**config.mk**
```make
export PLATFORM = sky130hd
export DESIGN_NAME = branch_predict_unit
export DESIGN_NICKNAME = d
export VERILOG_FILES = /design/src/rtl/branch_predict_unit.sv
export SDC_FILE = /design/constraint.sdc
export NUM_CORES = 2
export LEC_CHECK = 0
export CELL_PAD_IN_SITES_DETAIL_PLACEMENT = 0
export CELL_PAD_IN_SITES_GLOBAL_PLACEMENT = 1
export CORE_ASPECT_RATIO = 1.2
export CORE_MARGIN = 4
export CORE_UTILIZATION = 52
export CTS_BUF_LIST = sky130_fd_sc_hd__clkbuf_2
export CTS_CLUSTER_SIZE = 12
export DETAILED_ROUTE_END_ITERATION = 16
export PLACE_DENSITY = 0.84
export REMOVE_ABC_BUFFERS = 1
export SYNTH_ARGS = -nofsm -noshare
export SYNTH_HDL_FRONTEND = slang
export SYNTH_SLANG_ARGS = --single-unit
export TNS_END_PERCENT = 1
```
**constraint.sdc**
```tcl
create_clock -name clk -period 6.57 [get_ports clk]
set_input_delay 1.314 -clock clk [delete_from_list [all_inputs] [get_ports clk]]
set_output_delay 1.314 -clock clk [all_outputs]
set_load 0.005 [all_outputs]
```
**src/rtl/branch_predict_unit.sv**
```systemverilog
// ----------------------------------------------------------------------------
// branch_predict_unit
//
// Purpose:
//   Direct-mapped branch target buffer with 2-bit saturating counters.
//   - Fetch side: a one-cycle registered lookup returns a taken/not-taken
//     prediction and a predicted next PC.
//   - Execute side: a resolving branch or jump trains the BTB. A registered
//     one-cycle mispredict pulse and the correct redirect PC are produced.
//
// Optional feature (macro BPU_STATS_EN):
//   - Defined: saturating 32-bit counters for lookups and mispredicts.
//   - Undefined: the counter logic is absent and both ports read 0.
//
// Ports:
//   clk, rst                         clock and synchronous active-high reset
//   fetch_valid, fetch_pc            lookup request
//   pred_valid, pred_taken,
//   pred_target                      registered lookup result
//   ex_valid, ex_is_branch,
//   ex_is_jump, ex_taken,
//   ex_pred_taken                    resolving instruction, class, outcome,
//                                    and the prediction it carried
//   ex_pc, updated_pc, instruction,
//   branch_offset, ex_pred_target    branch PC, PC+4, instruction word,
//                                    sign-extended offset, carried target
//   branch_pc, jump_pc               combinational branch and jump targets
//   mispredict, redirect_pc          registered redirect pulse and correct PC
//   stat_lookups, stat_mispredicts   statistics counters
// ----------------------------------------------------------------------------
module branch_predict_unit #(
    parameter int DATA_W    = 32,
    parameter int BTB_DEPTH = 16
) (
    input  logic              clk,
    input  logic              rst,
    input  logic              fetch_valid,
    input  logic [DATA_W-1:0] fetch_pc,
    output logic              pred_valid,
    output logic              pred_taken,
    output logic [DATA_W-1:0] pred_target,
    input  logic              ex_valid,
    input  logic              ex_is_branch,
    input  logic              ex_is_jump,
    input  logic              ex_taken,
    input  logic              ex_pred_taken,
    input  logic [DATA_W-1:0] ex_pc,
    input  logic [DATA_W-1:0] updated_pc,
    input  logic [DATA_W-1:0] instruction,
    input  logic [DATA_W-1:0] branch_offset,
    input  logic [DATA_W-1:0] ex_pred_target,
    output logic [DATA_W-1:0] branch_pc,
    output logic [DATA_W-1:0] jump_pc,
    output logic              mispredict,
    output logic [DATA_W-1:0] redirect_pc,
    output logic [31:0]       stat_lookups,
    output logic [31:0]       stat_mispredicts
);

    localparam int IDX_W = $clog2(BTB_DEPTH);
    localparam int TAG_W = DATA_W - 2 - IDX_W;

    function automatic logic [1:0] ctr_inc(input logic [1:0] c);
        return (c == 2'b11) ? 2'b11 : c + 2'b01;
    endfunction

    function automatic logic [1:0] ctr_dec(input logic [1:0] c);
        return (c == 2'b00) ? 2'b00 : c - 2'b01;
    endfunction

    // BTB storage: valid and counter are control state; tag and target
    // are plain data.
    logic [BTB_DEPTH-1:0] btb_vld;
    logic [1:0]           btb_ctr [BTB_DEPTH];
    logic [TAG_W-1:0]     btb_tag [BTB_DEPTH];
    logic [DATA_W-1:0]    btb_tgt [BTB_DEPTH];

    // Target computation
    logic signed [DATA_W-1:0] off_s;
    logic signed [DATA_W-1:0] upc_s;

    assign off_s     = branch_offset;
    assign upc_s     = updated_pc;
    assign branch_pc = upc_s + (off_s <<< 2);
    assign jump_pc   = {updated_pc[DATA_W-1:28], instruction[25:0], 2'b00};

    // Lookup: reads current array contents, so a same-cycle update of the
    // same index is seen only by the following lookup.
    logic [IDX_W-1:0]  idx_l;
    logic [TAG_W-1:0]  tag_l;
    logic              hit_l;
    logic              take_l;
    logic [DATA_W-1:0] tgt_l;

    assign idx_l  = fetch_pc[IDX_W+1:2];
    assign tag_l  = fetch_pc[DATA_W-1:IDX_W+2];
    assign hit_l  = btb_vld[idx_l] && (btb_tag[idx_l] == tag_l);
    assign take_l = hit_l && btb_ctr[idx_l][1];
    assign tgt_l  = take_l ? btb_tgt[idx_l] : fetch_pc + DATA_W'(4);

    // Resolution
    logic              act_taken;
    logic [DATA_W-1:0] act_target;
    logic              upd;
    logic [IDX_W-1:0]  idx_u;
    logic [TAG_W-1:0]  tag_u;
    logic              hit_u;
    logic              mis_next;

    assign act_taken  = ex_is_jump | (ex_is_branch & ex_taken);
    assign act_target = ex_is_jump ? jump_pc : branch_pc;
    assign upd        = ex_valid & (ex_is_branch | ex_is_jump);
    assign idx_u      = ex_pc[IDX_W+1:2];
    assign tag_u      = ex_pc[DATA_W-1:IDX_W+2];
    assign hit_u      = btb_vld[idx_u] && (btb_tag[idx_u] == tag_u);
    assign mis_next   = ex_valid &&
                        ((act_taken != ex_pred_taken) ||
                         (act_taken && (ex_pred_target != act_target)));

    // BTB control update
    always_ff @(posedge clk) begin
        if (rst) begin
            btb_vld <= '0;
            for (int i = 0; i < BTB_DEPTH; i++) begin
                btb_ctr[i] <= 2'b01;
            end
        end else if (upd) begin
            if (hit_u) begin
                if (ex_is_jump) begin
                    btb_ctr[idx_u] <= 2'b11;
                end else if (act_taken) begin
                    btb_ctr[idx_u] <= ctr_inc(btb_ctr[idx_u]);
                end else begin
                    btb_ctr[idx_u] <= ctr_dec(btb_ctr[idx_u]);
                end
            end else if (act_taken) begin
                btb_vld[idx_u] <= 1'b1;
                btb_ctr[idx_u] <= ex_is_jump ? 2'b11 : 2'b10;
            end
        end
    end

    // BTB data update: any taken update (hit or allocate) writes tag and
    // target; on a hit the tag rewrite is a no-op.
    always_ff @(posedge clk) begin
        if (!rst && upd && act_taken) begin
            btb_tag[idx_u] <= tag_u;
            btb_tgt[idx_u] <= act_target;
        end
    end

    // ---- stage p1: registered lookup and redirect results ----
    logic              vld_p1;
    logic              taken_p1;
    logic [DATA_W-1:0] target_p1;
    logic              mis_p1;
    logic [DATA_W-1:0] redir_p1;

    always_ff @(posedge clk) begin
        if (rst) begin
            vld_p1    <= 1'b0;
            taken_p1  <= 1'b0;
            target_p1 <= '0;
            mis_p1    <= 1'b0;
            redir_p1  <= '0;
        end else begin
            vld_p1   <= fetch_valid;
            taken_p1 <= fetch_valid & take_l;
            if (fetch_valid) begin
                target_p1 <= tgt_l;
            end
            mis_p1 <= mis_next;
            if (ex_valid) begin
                redir_p1 <= act_taken ? act_target : updated_pc;
            end
        end
    end

    assign pred_valid  = vld_p1;
    assign pred_taken  = taken_p1;
    assign pred_target = target_p1;
    assign mispredict  = mis_p1;
    assign redirect_pc = redir_p1;

`ifdef BPU_STATS_EN
    function automatic logic [31:0] sat_inc32(input logic [31:0] c);
        return (c == 32'hFFFF_FFFF) ? c : c + 32'd1;
    endfunction

    logic [31:0] lookups_p1;
    logic [31:0] mispredicts_p1;

    always_ff @(posedge clk) begin
        if (rst) begin
            lookups_p1     <= '0;
            mispredicts_p1 <= '0;
        end else begin
            if (fetch_valid) begin
                lookups_p1 <= sat_inc32(lookups_p1);
            end
            if (mis_next) begin
                mispredicts_p1 <= sat_inc32(mispredicts_p1);
            end
        end
    end

    assign stat_lookups     = lookups_p1;
    assign stat_mispredicts = mispredicts_p1;
`else
    assign stat_lookups     = 32'd0;
    assign stat_mispredicts = 32'd0;
`endif

    logic unused_bits;
    assign unused_bits = ^{ex_pc[1:0], instruction[DATA_W-1:26]};

endmodule

```
[Word-level counts from Yosys, hierarchy flattened]
Memory sizes are Yosys's and may differ from the RTL's.
Index checks and enable logic that the tools add are counted.
Word-level totals
  output and inout port bits: 195
  memories: 3
  logic and storage cells: 87
  RAM bits: 960
  register bits after elaboration: 83
  input port bits: 200
Cells by class
  bitwise operators: 10
  $lt $le $gt $ge: 3
  multiplexer cells: 43
  equal/unequal tests: 5
  reductions and logical operators: 13
  add/subtract/negate cells: 4
Memory list
  btb_tgt: words 16, width 32, rd ports 1, clocked after Yosys merged registers in 0, write ports 1, RTL line 76  | logic [DATA_W-1:0] btb_tgt [BTB_DEPTH];
  btb_tag: words 16, width 26, rd ports 2, clocked after Yosys merged registers in 0, write ports 1, RTL line 75  | logic [TAG_W-1:0] btb_tag [BTB_DEPTH];
  btb_ctr: words 16, width 2, rd ports 2, clocked after Yosys merged registers in 0, write ports 16, RTL line 74  | logic [1:0] btb_ctr [BTB_DEPTH];
Operators by type and width (count)
  32-bit two-way mux: 3
  26-bit == test: 2
  32-bit by 3-bit adder with 32-bit output, second input constant: 1
  32-bit adder: 1
  32-bit != test: 1
  1-bit two-way mux: 30
  16-bit bitwise OR: 1
  2-bit two-way mux: 6
  4-bit by 5-bit less-than comparator with 1-bit output, second input constant: 2
  1-bit binary-select mux with 4-bit select: 2
  1-bit logical AND: 8
  1-bit bitwise OR: 5
  1-bit demux with 4-bit select: 1
  4-bit by 1-bit >= comparator with 1-bit output, second input constant: 1
  4-bit two-way mux: 1
  1-bit AND: 3
  3-bit AND reduction: 1
  2-bit by 1-bit adder with 2-bit output, second input constant: 1
  2-bit == test, second input constant: 1
  2-bit logical NOT: 1
  2-bit OR reduction: 1
  2-bit by 1-bit subtractor with 2-bit output, second input constant: 1
  1-bit logical NOT: 1
  1-bit logical OR: 1
  other kinds (2): 2

[Depth between registers and ports, before layout]
  depth after elaboration: 13
  mapped depth: 15
  gate-level depth less buffers: 13

[Least setup slack after synthesis]
Ideal clock, no wire load.
  path kind: input to register
  start: input port ex_pc[4]
  end: memory btb_tag[15][0] in the netlist's numbering (enable)
  cell stages on the path: 6
  data required time: 6.096 ns
  setup slack: 0.731 ns
  arrival time: 5.364 ns
  library setup time: 0.474 ns
  buffers on the path: 4
  cells stage by stage: clkbuf_1 -> buf_1 -> clkbuf_1 -> clkbuf_1 -> nand4_1 -> nor2_1
RTL lines
  start: declaration: RTL line 47  | input logic [DATA_W-1:0] ex_pc,
  end: declaration: RTL line 75
Straight into the memory's write port.

[Worst setup path in the final report]
  start: input port branch_offset[6]
  end: output port branch_pc[29]
Between the ends
  word-level cells in the longest chain between the ends: 1
Ends and longest elaborated chain
  start: declaration: RTL line 50  | input logic [DATA_W-1:0] branch_offset,
  32-bit adder: RTL line 84  | assign branch_pc = upc_s + (off_s <<< 2);
  end: declaration: RTL line 52  | output logic [DATA_W-1:0] branch_pc,
Every way passes these cells.

==> out/metrics.yaml <==
clock_skew_ns: 0.0803
critical_path_required_ns: 5.26
p_leak_uw: 0.0183
syn_area_per_cell_um2: 17.2
drt_pass1_iterations: 6
tightestPinTransition_ns: 1.34
syn_inst: 2824
synth_fa_ha_area_share_pct: 0.834
final_nets: 3497
antenna_found_initial: 6
switching_share_pct: 26.7
place_area_mm2: 0.0531
ctsHoldBuffers: 0
end_kind: "output port"
ir_drop_uv: 121
maxCapViolations: 0
finalMaxSlewViolations: 0
outcome: "completed"
synthArstFlopShare_pct: 0
route.detailed.drc: 0
p_int_uw: 9700
clkPwrFrac_pct: 30.1
grt_util_all_layers_pct: 27.5
synth_top_cells_by_area: "edfxtp_1 (59%), mux4_2 (20%), dfxtp_1 (3.4%)"
die_height_um: 343
startpoint_type: "primary input"
clock_latency_ns: 1.50
cts_tree: "built"
slew_headroom_pct: 10.6
rr_endpoint: "btb_ctr[14][0]$_SDFFCE_PN1P_"
synth.cell_area_mm2: 0.0486
rows: 122
cts_resized: 0
route.vias.total: 29200
syn2layout_area_growth_pct: 13.7
whs_path_depth: 2
ant_nets: 0
initial_core_util_pct: 52.5
drive_gt1_share_pct: 27.6
crit_arrival_ns: 4.98
cts-buffers-inserted: 236
overflow: 0
finalInstanceArea_mm2: 0.0553
p_per_area_mw_per_mm2: 239
setup_viol: 0
synth_cell_types: 75
fin_crit_ns: 6.29
io_pins: 395
clk_pin_slew_worst_paths_ns: 0.11
routed_wl_um: 134000
yosys.area.top_type: "edfxtp_1"
synth_edf_count: 960
finalHoldViolCount: 0
worstPathMaxFanout: 9
synth_compound_area_share_pct: 4.11
power_frac_comb_pct: 13.5
setup_ws_ns: 0.279
cts_setup_buffers: 0
dieArea_mm2: 0.0984
synth_top_area_share_pct: 59.3
drt_iter0_drc: 2639
period_share_pct: 95.7
grt_pass1_vias: 30500
die_w_um: 287
grt_max_degree: 109
core_mm2: 0.0925
htree_levels: 4
clockBufferDepth: 3
min_path_type: "primary input to flop"
seq_power_share_pct: 56.4
rsz0062_at_grt: "false"
final_core_util_pct: 59.7
ys_seq_area_share_pct: 62.7
ys.flop_type: "edfxtp_1"
cts.sinks: 1043
r2r_setup_slack_ns: 2.46
via_per_inst: 6.23
timing.hold.ws_ns: 0.248
gp_congestion: 0.914
dp_hpwl_um: 83700
holdPathEnd: "redirect_pc[1]$_SDFFE_PP0P_"
synth_seq_cells: 1043
synthTopCellsByCount: "edfxtp_1 (960), mux4_2 (422), nor2_1 (158)"
wire_per_inst_um: 28.6
synth_top_family_by_area: "multiplexers"
grt_first_pass_wirelength_um: 197000
r2r-start: "btb_tag[15][4]$_DFFE_PP_"
synthMuxAreaShare_pct: 21.9
fmax_ghz: 0.159
fill_cells: 6929
critPathKind: "primary input to output port"
synth_warnings: 0
power_switching_uw: 3530
synth-simple-area-share_pct: 4.52
synth_most_common_cell: "edfxtp_1"
pre_cts_ws_ns: 0.0448
min_from: "rst"
cts-root-buf: "clkbuf_2"
ff2ff_path_depth: 9
port_buffers: 318
synth_xor_area_share_pct: 2.40
logic make-up after synthesis:
| kind of cell | count (synthesis) |
|---|---|
| other | 1 |
| and+or+nand+nor | 468 |
| xor gates and xnor gates | 133 |
| DFF | 1043 |
| buffers and inverters | 322 |
| muxes | 535 |
| AOI/OAI and AO/OA | 290 |
| adders and majority gates | 32 |
flip-flops by register name, summed over array words and instances (netlist names):
name,count
btb_tag,416
pred_target,32
btb_ctr,32
btb_vld,16
pred_taken,1
mispredict,1
btb_tgt,512
pred_valid,1
redirect_pc,32
per-stage QoR:
step | instances | total power, uW | TNS [ns]
after floorplan | 2615 | 8450 | 0
after global routing | 4695 | 13800 | 0
after detailed placement | 4267 | 9390 | 0
after global placement | 4267 | 9350 | -0.0228
after CTS | 4693 | 13400 | 0
final | 4695 | 13200 | 0
worst max-delay path by stage:
stage	startpoint	to	slack, ns
after CTS	updated_pc[6]	branch_pc[29]	0.03
after global routing	updated_pc[2]	branch_pc[28]	0.02
after global placement	updated_pc[6]	branch_pc[29]	-0.02
final	branch_offset[6]	branch_pc[29]	0.28
after floorplan	updated_pc[3]	mispredict$_SDFF_PP0_	1.57
after detailed placement	updated_pc[6]	branch_pc[29]	0.04
cells in the final DEF, fill, tap and decap left out, drive strengths merged, types with 30 or more instances in the layout:
| cell | Yosys | final |
|---|---|---|
| mux2i | 89 | 89 |
| a21oi | 49 | 49 |
| nor2 | 159 | 159 |
| xor2 | 54 | 54 |
| clkdlybuf4s50 | 0 | 306 |
| mux4 | 422 | 422 |
| conb | 1 | 66 |
| xnor2 | 79 | 79 |
| o21ai | 45 | 45 |
| nand3 | 41 | 41 |
| dfxtp | 83 | 83 |
| buf | 171 | 105 |
| a211oi | 47 | 47 |
| edfxtp | 960 | 960 |
| ha | 30 | 30 |
| nand2 | 122 | 122 |
| clkbuf | 103 | 342 |
| inv | 48 | 53 |
| clkinv | 0 | 75 |
power groups by stage:
stage | Sequential, uW | Combinational [uW] | Clock (uW)
6_report | 7470 | 1780 | 3980
5_1_grt | 7480 | 1910 | 4460
4_1_cts | 7470 | 1780 | 4110
3_5_place_dp | 7620 | 1770 | 0
3_3_place_gp | 7610 | 1740 | 0
2_1_floorplan | 7610 | 844 | 0
layer usage:
layer  part of all wire (%)  global-route usage (%)
met1                     36                    34.7
met2                     51                    46.8
met3                    9.4                    6.57
met4                    3.3                    9.87
met5                  0.016                       0
critical path, stage by stage:
cell,delay (ns)
clkdlybuf4s50_1,0.49
ha_1,0.50
a21oi_1,0.25
o211ai_1,0.35
a21boi_0,0.15
buf_4,0.19
a2111oi_1,0.65
buf_4,0.24
nor2_1,0.05
xnor2_1,0.24
clkdlybuf4s50_1,0.56
area by class of cell:
| class | instances | area, um^2 | share of cell area, % |
|---|---|---|---|
| Inverter | 48 | 180 | 0.326 |
| Antenna cell | 1 | 2.50 | 0.00453 |
| Sequential cell | 1043 | 30500 | 55.2 |
| Clock inverter | 86 | 407 | 0.736 |
| Tap cell | 1240 | 1550 | 2.81 |
| Multi-Input combinational cell | 1524 | 16900 | 30.6 |
| Clock buffer | 340 | 1700 | 3.08 |
| Timing Repair Buffer | 413 | 4030 | 7.30 |
(Power assumes the default switching activity.)
